File: src/rtl/smash_flit_arbiter_if.sv
// smash_flit_arbiter_if: flit FIFO fan-in and output link bundle.
// master = arbiter side, slave = FIFOs/sink side.
interface smash_flit_arbiter_if #(
  parameter int N_IN      = 4,
  parameter int DATA_SIZE = 32
);
  logic [N_IN*DATA_SIZE-1:0] i_data;
  logic [N_IN-1:0]           i_empty;
  logic [N_IN-1:0]           o_read;
  logic [DATA_SIZE-1:0]      o_data;
  logic                      o_valid;
  logic                      i_ready;
  logic [N_IN-1:0]           o_grant;
  logic                      o_busy;

  modport master (
    input  i_data, i_empty, i_ready,
    output o_read, o_data, o_valid, o_grant, o_busy
  );

  modport slave (
    output i_data, i_empty, i_ready,
    input  o_read, o_data, o_valid, o_grant, o_busy
  );
endinterface

File: src/rtl/smash_flit_arbiter.sv
// smash_flit_arbiter: wormhole round-robin switch stage.
// A granted input owns the link until its tail flit transfers.
module smash_flit_arbiter #(
  parameter int N_IN      = 4,
  parameter int DATA_SIZE = 32,
  parameter int TYPE_MSB  = DATA_SIZE - 1
) (
  input logic              i_clk,
  input logic              i_rst,
  smash_flit_arbiter_if.master bus
);
  localparam int IW = (N_IN > 1) ? $clog2(N_IN) : 1;

  localparam logic [0:0] S_IDLE = 1'b0;
  localparam logic [0:0] S_BUSY = 1'b1;

  logic [0:0]           state;
  logic [IW-1:0]        owner;
  logic [IW-1:0]        last_grant;
  logic [N_IN-1:0]      grant;
  logic [N_IN-1:0]      elig;
  logic                 win_found;
  logic [IW-1:0]        win_idx;
  logic [IW:0]          sum;
  logic [DATA_SIZE-1:0] cur;
  logic                 valid;
  logic                 xfer;
  logic                 cur_tail;

  // head/single flits at a non-empty FIFO front may win
  always_comb begin
    elig = '0;
    for (int k = 0; k < N_IN; k++) begin
      elig[k] = !bus.i_empty[k] &&
                bus.i_data[k*DATA_SIZE + TYPE_MSB - 1];
    end
  end

  // round-robin scan starting after the last owner
  always_comb begin
    win_found = 1'b0;
    win_idx   = '0;
    sum       = '0;
    for (int i = 1; i <= N_IN; i++) begin
      sum = {1'b0, last_grant} + (IW+1)'(i);
      if (sum >= (IW+1)'(N_IN)) begin
        sum = sum - (IW+1)'(N_IN);
      end
      if (!win_found && elig[sum[IW-1:0]]) begin
        win_found = 1'b1;
        win_idx   = sum[IW-1:0];
      end
    end
  end

  // owner's front flit and link handshake
  always_comb begin
    cur      = bus.i_data[owner*DATA_SIZE +: DATA_SIZE];
    valid    = (state == S_BUSY) && !bus.i_empty[owner];
    xfer     = valid && bus.i_ready;
    cur_tail = cur[TYPE_MSB];
  end

  // drive the output link and FIFO pop strobes
  always_comb begin
    bus.o_read = '0;
    if (xfer) begin
      bus.o_read[owner] = 1'b1;
    end
    bus.o_valid = valid;
    bus.o_data  = valid ? cur : '0;
    bus.o_grant = grant;
    bus.o_busy  = (state == S_BUSY);
  end

  // arbitration and packet ownership
  always_ff @(posedge i_clk) begin
    if (i_rst) begin
      state      <= S_IDLE;
      owner      <= '0;
      grant      <= '0;
      last_grant <= IW'(N_IN - 1);
    end else begin
      case (state)
        S_IDLE: begin
          if (win_found) begin
            state <= S_BUSY;
            owner <= win_idx;
            grant <= {{(N_IN-1){1'b0}}, 1'b1} << win_idx;
          end
        end
        default: begin
          if (xfer && cur_tail) begin
            state      <= S_IDLE;
            grant      <= '0;
            last_grant <= owner;
          end
        end
      endcase
    end
  end
endmodule

File: src/flat_wrapper.sv
// flat-port wrapper written by rule: the top's interface ports become plain ports
module smash_flit_arbiter_flat 
#(
  parameter int N_IN      = 4,
  parameter int DATA_SIZE = 32,
  parameter int TYPE_MSB  = DATA_SIZE - 1
)
  (i_clk, i_rst, bus_i_data, bus_i_empty, bus_i_ready, bus_o_read, bus_o_data, bus_o_valid, bus_o_grant, bus_o_busy);
  smash_flit_arbiter_if #(.N_IN(N_IN), .DATA_SIZE(DATA_SIZE)) bus_i ();
  input logic i_clk;
  input logic i_rst;
  input wire logic [$bits(bus_i.i_data)-1:0] bus_i_data;
  input wire logic [$bits(bus_i.i_empty)-1:0] bus_i_empty;
  input wire logic [$bits(bus_i.i_ready)-1:0] bus_i_ready;
  output wire logic [$bits(bus_i.o_read)-1:0] bus_o_read;
  output wire logic [$bits(bus_i.o_data)-1:0] bus_o_data;
  output wire logic [$bits(bus_i.o_valid)-1:0] bus_o_valid;
  output wire logic [$bits(bus_i.o_grant)-1:0] bus_o_grant;
  output wire logic [$bits(bus_i.o_busy)-1:0] bus_o_busy;
  assign bus_i.i_data = bus_i_data;
  assign bus_i.i_empty = bus_i_empty;
  assign bus_i.i_ready = bus_i_ready;
  assign bus_o_read = bus_i.o_read;
  assign bus_o_data = bus_i.o_data;
  assign bus_o_valid = bus_i.o_valid;
  assign bus_o_grant = bus_i.o_grant;
  assign bus_o_busy = bus_i.o_busy;
  smash_flit_arbiter #(.N_IN(N_IN), .DATA_SIZE(DATA_SIZE), .TYPE_MSB(TYPE_MSB)) u_core (.i_clk(i_clk), .i_rst(i_rst), .bus(bus_i));
endmodule
File: config.mk
export PLATFORM = sky130hd
export DESIGN_NAME = smash_flit_arbiter_flat
export DESIGN_NICKNAME = d
export VERILOG_FILES = /design/src/rtl/smash_flit_arbiter_if.sv /design/src/rtl/smash_flit_arbiter.sv /design/src/flat_wrapper.sv
export SDC_FILE = /design/constraint.sdc
export NUM_CORES = 1
export LEC_CHECK = 0
export BUFFER_PORTS_ARGS = -buffer_cell sky130_fd_sc_hd__buf_2
export CORE_AREA = 2 2 75 77
export CTS_BUF_LIST = sky130_fd_sc_hd__clkbuf_8
export DETAILED_ROUTE_END_ITERATION = 8
export DIE_AREA = 0 0 77 79
export GPL_TIMING_DRIVEN = 0
export PLACE_DENSITY = 0.73
export SYNTH_ARGS = -nofsm -noshare
export SYNTH_HDL_FRONTEND = slang
export SYNTH_SLANG_ARGS = --single-unit
File: constraint.sdc
create_clock -name i_clk -period 2.3 [get_ports i_clk]
set_input_delay 0.115 -clock i_clk [delete_from_list [all_inputs] [get_ports i_clk]]
set_output_delay 0.115 -clock i_clk [all_outputs]
set_load 0.01 [all_outputs]
# Word level (Yosys, flattened, before mapping)
# Index checks and enable logic that the tools add are counted.
# word_totals
regBits	9
out_inout_bits	42
elab_cells	81
inputBits	135
# classes
shifts	2
add_sub_neg	8
bitwise_logic	1
magnitude_cmp	10
n_mux	32
n_eq_ne	1
n_reduce_logical	23
# ops
cell	n
$shiftx 128x8->32	1
$mux 32	1
$mux 2	8
$mux 4	4
$lt 2x3->1 const B	5
$mux 1	13
$ge 3x3->1 const B	4
$logic_and 1x1->1	11
$bmux 1 s2	5
$logic_not 1->1	8
$sub 2x1->2 const B	4
$add 2x2->3 const B	2
$reduce_and 2->1	3
$shl 1x2->4 const A	1
$add 2x1->3 const B	1
$add 2x3->3 const B	1
$demux 1 s2	1
$ge 2x1->1 const B	1
$ne 2x2->1 const B	1
$reduce_bool 2->1	1
$not 1->1	1

# Longest topological paths before layout
# depth
depth_word	18
depth_mapped	6
depth_no_buf	4

# Worst setup path before layout
# OpenSTA, ideal clock, no wires.
# synth_timing
kind	register to output
from	reg u_core.owner[0]
to	out bus_o_data[19]
required_time_ns	2.185
path_slack_ns	0.608
path_buffers	3
path_stages_with_launch	6
t_arrival_ns	1.577
path_cell_list	dfxtp_1 -> buf_2 -> buf_4 -> buf_4 -> mux4_2 -> and3_1
# synth_between
elab_chain_len	5
word_cells_on_any_way	6
classes_between	shift: 1; mux: 3; reduce/logical: 2
# synth_rtl
item	line	text
start, declared	smash_flit_arbiter.sv:18	logic [IW-1:0] owner;
start signal, assigned	smash_flit_arbiter.sv:88	owner <= win_idx;
parallel branches: the longest is 4 deep, another holds $shiftx 128x8->32	n/a	
$mux 32 *	smash_flit_arbiter.sv:71	bus.o_data = valid ? cur : '0;
end, declared	flat_wrapper.sv:16	output wire logic [$bits(bus_i.o_data)-1:0] bus_o_data;
# Every way passes the cells marked *. The select of a mux whose other input is x is not followed.

# Final worst setup path
# layout_timing
from	reg u_core.owner[0]
to	out bus_o_data[29]
# The elaborated chain is that of the path after synthesis.

==> report_table.html <==
<table>
<tr><th>Metric</th><th>Value</th></tr>
<tr><th colspan="2">Floorplan</th></tr>
<tr><td>Die height</td><td>79 µm</td></tr>
<tr><td>Horizontal die dimension</td><td>77 µm</td></tr>
<tr><td>Boundary Pins</td><td>177</td></tr>
<tr><td>Starting density of the core</td><td>28.9%</td></tr>
<tr><td>Number of rows created at floorplan</td><td>27</td></tr>
<tr><td>Core box area</td><td>5340 µm²</td></tr>
<tr><td>Die area</td><td>6080 µm²</td></tr>
<tr><th colspan="2">Yosys</th></tr>
<tr><td>Cell count after synthesis</td><td>140</td></tr>
<tr><td>Xor-xnor portion of the synthesized cell area</td><td>0%</td></tr>
<tr><td>Fraction of the mapped netlist area in adder cells</td><td>0%</td></tr>
<tr><td>Synth Net Count</td><td>275</td></tr>
<tr><td>Post-synthesis simple-gate area fraction</td><td>24.1%</td></tr>
<tr><td>Top post-synthesis cells by count</td><td>33 x mux4_2, 32 x and3_1, 9 x dfxtp_1, 8 x clkbuf_1, 6 x inv_1</td></tr>
<tr><td>Compound-gate portion of the synthesized area</td><td>9.33%</td></tr>
<tr><td>Dominant combinational cell family by area after synthesis</td><td>multiplexers</td></tr>
<tr><td>Post-synth ARST share</td><td>0%</td></tr>
<tr><td>#FFs+latches synth</td><td>9</td></tr>
<tr><td>Main area contributors after synthesis</td><td>mux4_2 48%, and3_1 13%, dfxtp_1 12%, a32o_1 3.2%, nand2b_1 2.0%</td></tr>
<tr><td>Ys flop type</td><td>dfxtp_1</td></tr>
<tr><td>Cell type with the largest total area after synthesis</td><td>mux4_2</td></tr>
<tr><td>Syn avg cell area</td><td>11.0 µm²</td></tr>
<tr><td>Mux contribution to synthesized area</td><td>48.2%</td></tr>
<tr><td>Fraction of post-synthesis cell area in the top cell type by area</td><td>48.2%</td></tr>
<tr><td>Mapped Area</td><td>1540 µm²</td></tr>
<tr><td>Yosys warning count</td><td>0</td></tr>
<tr><td>Fraction of the yosys area taken by sequential cells</td><td>11.7%</td></tr>
<tr><td>Post-synth EDFFs</td><td>0</td></tr>
<tr><td>Distinct cells, synth</td><td>29</td></tr>
<tr><td>Most repeated cell in the gate-level netlist after synthesis</td><td>mux4_2</td></tr>
<tr><th colspan="2">Route</th></tr>
<tr><td>Detailed-route wire length</td><td>6220 µm</td></tr>
<tr><td>DRC errors left</td><td>0</td></tr>
<tr><td>Wire length per cell after detailed routing</td><td>15.9 µm</td></tr>
<tr><td>Number of antenna-violating nets in the routed design</td><td>0</td></tr>
<tr><td>Routed vias</td><td>2038</td></tr>
<tr><td>Length of the first detailed-routing pass in iterations</td><td>4</td></tr>
<tr><td>Vias per std cell</td><td>5.20</td></tr>
<tr><td>Detailed router's first-iteration violation count</td><td>42</td></tr>
<tr><th colspan="2">Power</th></tr>
<tr><td>Reported net switching power</td><td>0.319 mW</td></tr>
<tr><td>Total power</td><td>0.923 mW</td></tr>
<tr><td>Combinational group share of total power</td><td>61.9%</td></tr>
<tr><td>Sequential share of power</td><td>18.9%</td></tr>
<tr><td>Total power divided by cell area</td><td>360 nW/µm²</td></tr>
<tr><td>Switch share</td><td>34.6%</td></tr>
<tr><td>Internal power</td><td>0.603 mW</td></tr>
<tr><td>Clock share of power</td><td>19.2%</td></tr>
<tr><td>Leakage power total</td><td>1.38 nW</td></tr>
<tr><td>IR drop worst, VDD</td><td>0.000406 V</td></tr>
<tr><th colspan="2">Global route</th></tr>
<tr><td>Largest net degree at the start of global routing</td><td>11</td></tr>
<tr><td>Total gr overflow</td><td>0</td></tr>
<tr><td>Vias in the first global route</td><td>2073</td></tr>
<tr><td>First-pass GRT wire length</td><td>9800 µm</td></tr>
<tr><td>Overall global routing resource usage</td><td>19.6%</td></tr>
<tr><td>Number of antenna violations at the first check in global routing</td><td>0</td></tr>
<tr><th colspan="2">Critical path</th></tr>
<tr><td>Data arrival time at the worst-slack endpoint</td><td>2010 ps</td></tr>
<tr><td>Kind of critical path</td><td>register to primary output</td></tr>
<tr><td>Setup crit end kind</td><td>primary output</td></tr>
<tr><td>CP max FO</td><td>10</td></tr>
<tr><td>Worst endpoint required time</td><td>2180 ps</td></tr>
<tr><td>Sort of element at the start of the critical path</td><td>register</td></tr>
<tr><th colspan="2">Clocking</th></tr>
<tr><td>Post-CTS Hold Fix Bufs</td><td>0</td></tr>
<tr><td>Clock net sink count</td><td>9</td></tr>
<tr><td>Max Buffers Root-to-Sink</td><td>2</td></tr>
<tr><td>Clk_lat worst skew</td><td>230 ps</td></tr>
<tr><td>Clock tree from TritonCTS</td><td>yes</td></tr>
<tr><td>Root cell of the clock tree</td><td>clkbuf_8</td></tr>
<tr><td>Setup Fix Bufs, Post-CTS</td><td>0</td></tr>
<tr><td>Reg clk slew, reported paths</td><td>40 ps</td></tr>
<tr><td># H-tree levels</td><td>1</td></tr>
<tr><td>Total clock buffers created by CTS</td><td>3</td></tr>
<tr><th colspan="2">STA</th></tr>
<tr><td>Setup repair after global routing missed its margin</td><td>false</td></tr>
<tr><td>Final count of pins violating max slew</td><td>0</td></tr>
<tr><td>Worst slew pin tran</td><td>583 ps</td></tr>
<tr><td>Minimum clock period after layout</td><td>2120 ps</td></tr>
<tr><td>Maximum clock rate</td><td>471 MHz</td></tr>
<tr><td>Total negative slack for setup checks</td><td>0 ps</td></tr>
<tr><td>Fin worst setup slack</td><td>176 ps</td></tr>
<tr><td>Slew HR</td><td>61.1%</td></tr>
<tr><td>Final setup violation count</td><td>0</td></tr>
<tr><td>Clock skew after layout</td><td>1.03 ps</td></tr>
<tr><td>Number of hold violations in the final report</td><td>0</td></tr>
<tr><td>Period utilisation layout</td><td>92.3%</td></tr>
<tr><th colspan="2">Finish</th></tr>
<tr><td>Filler cell count in the final layout</td><td>535</td></tr>
<tr><td>Area overhead of the layout relative to synthesis</td><td>66.1%</td></tr>
<tr><td>Layout cells sized above 1</td><td>69.7%</td></tr>
<tr><td>Final Instance Area</td><td>2560 µm²</td></tr>
<tr><td>Core utilization of the finished layout</td><td>48.0%</td></tr>
<tr><td>Count of inserted antenna diode cells</td><td>0</td></tr>
<tr><td>Nets</td><td>456</td></tr>
<tr><th colspan="2">Job</th></tr>
<tr><td>Maximum capacitance violations</td><td>0</td></tr>
<tr><th colspan="2">Placement</th></tr>
<tr><td>Number of port buffers</td><td>176</td></tr>
<tr><td>Placer Congestion</td><td>0.830</td></tr>
<tr><td>Detailed placer's ending HPWL</td><td>5290 µm</td></tr>
<tr><td>Area post-placement</td><td>2510 µm²</td></tr>
<tr><td>Worst setup timing slack at the placement stage</td><td>338 ps</td></tr>
<tr><th colspan="2">Min path</th></tr>
<tr><td>Hold/Removal Path Class</td><td>input pin to register</td></tr>
<tr><th colspan="2">Run status</th></tr>
<tr><td>Outcome</td><td>complete, no violations</td></tr>
</table>
-- worst max-delay path, cell delays in order (launching register included) --
cell      delay [ps]
dfxtp_1          290
buf_2            170
clkbuf_1         410
mux4_2           570
and3_1           200
buf_2            130
-- cell type report --
type	count	area, µm²	share of cell area (%)
clock inverter	1	3.75	0.146
clock buffer	3	41.3	1.61
timing repair buffer	176	881	34.4
sequential	9	180	7.03
inverter	6	22.5	0.879
tap	72	90.1	3.52
buffer	16	85.1	3.32
multi-input combinational	109	1260	49.1
-- registers in the layout, indices dropped and copies added, names as in the netlist --
| signal | flops |
|---|---|
| u_core.last_grant | 2 |
| u_core.bus.o_busy | 1 |
| u_core.owner | 2 |
| u_core.bus.o_grant | 4 |
-- timing repair --
| action | 4_1_cts | 5_1_grt |
|---|---|---|
| hold endpoints to repair | 0 | 0 |
| endpoints found under the setup margin | 0 | 5 |
| resized for setup | 0 | 1 |
-- worst paths after layout --
kind | startpoint | to | cells past startpoint | slack [ps]
setup / recovery | u_core.owner[0]$_SDFFE_PP0P_ | bus_o_data[29] | 5 | 180
hold / removal | i_rst | u_core.owner[1]$_SDFFE_PP0P_ | 2 | 140
setup reg to reg | u_core.owner[1]$_SDFFE_PP0P_ | u_core.bus.o_grant[0]$_SDFFE_PP0P_ | 5 | 540
hold reg to reg | u_core.bus.o_grant[3]$_SDFFE_PP0P_ | u_core.bus.o_grant[3]$_SDFFE_PP0P_ | 1 | 460
-- power by group through the flow --
stage | Combinational (mW) | Sequential [mW] | Clock, mW
after detailed placement | 0.573 | 0.177 | 0
after floorplan | 0.344 | 0.180 | 0
after global placement | 0.564 | 0.177 | 0
after CTS | 0.575 | 0.174 | 0.182
final | 0.571 | 0.175 | 0.177
after global routing | 0.624 | 0.176 | 0.187
-- kinds of logic after synthesis --
group / count (synthesis)
mux: 33
buf+inv: 22
simple gates: 59
compound gates: 17
flops: 9
-- per-layer routing --
layer  up-vias  wire, µm  share of wire, %  GRT usage (%)
met4         0        42              0.68           3.21
met3         6       507               8.2           3.07
met2       101      3130                50           36.9
met5         -         0                 0              0
li1        953         -                 -              -
met1       978      2540                41           23.9
-- cell usage in the layout (no fill, tap or decap), drive strengths merged --
cell type	count
buf	184
mux4	33
and3	32
clkbuf	11
dfxtp	9
inv	7
nand2b	5
a32o	5
nor3	5
nand2	3
nor2b	3
o221ai	3
a21oi	3
nor4	2
nor2	2
a32oi	2
o21ai	2
nor3b	2
nand3	1
nor4b	1
a221oi	1
a41oi	1
and2	1
or3	1
or4	1
-- per-stage QoR --
step                      instances  hold slack, ps
after floorplan                 140             184
after global placement          388             360
after detailed placement        388             374
after CTS                       392             130
after global routing            392             147
final                           392             136
Note: power is estimated with default switching activity, not from simulation.
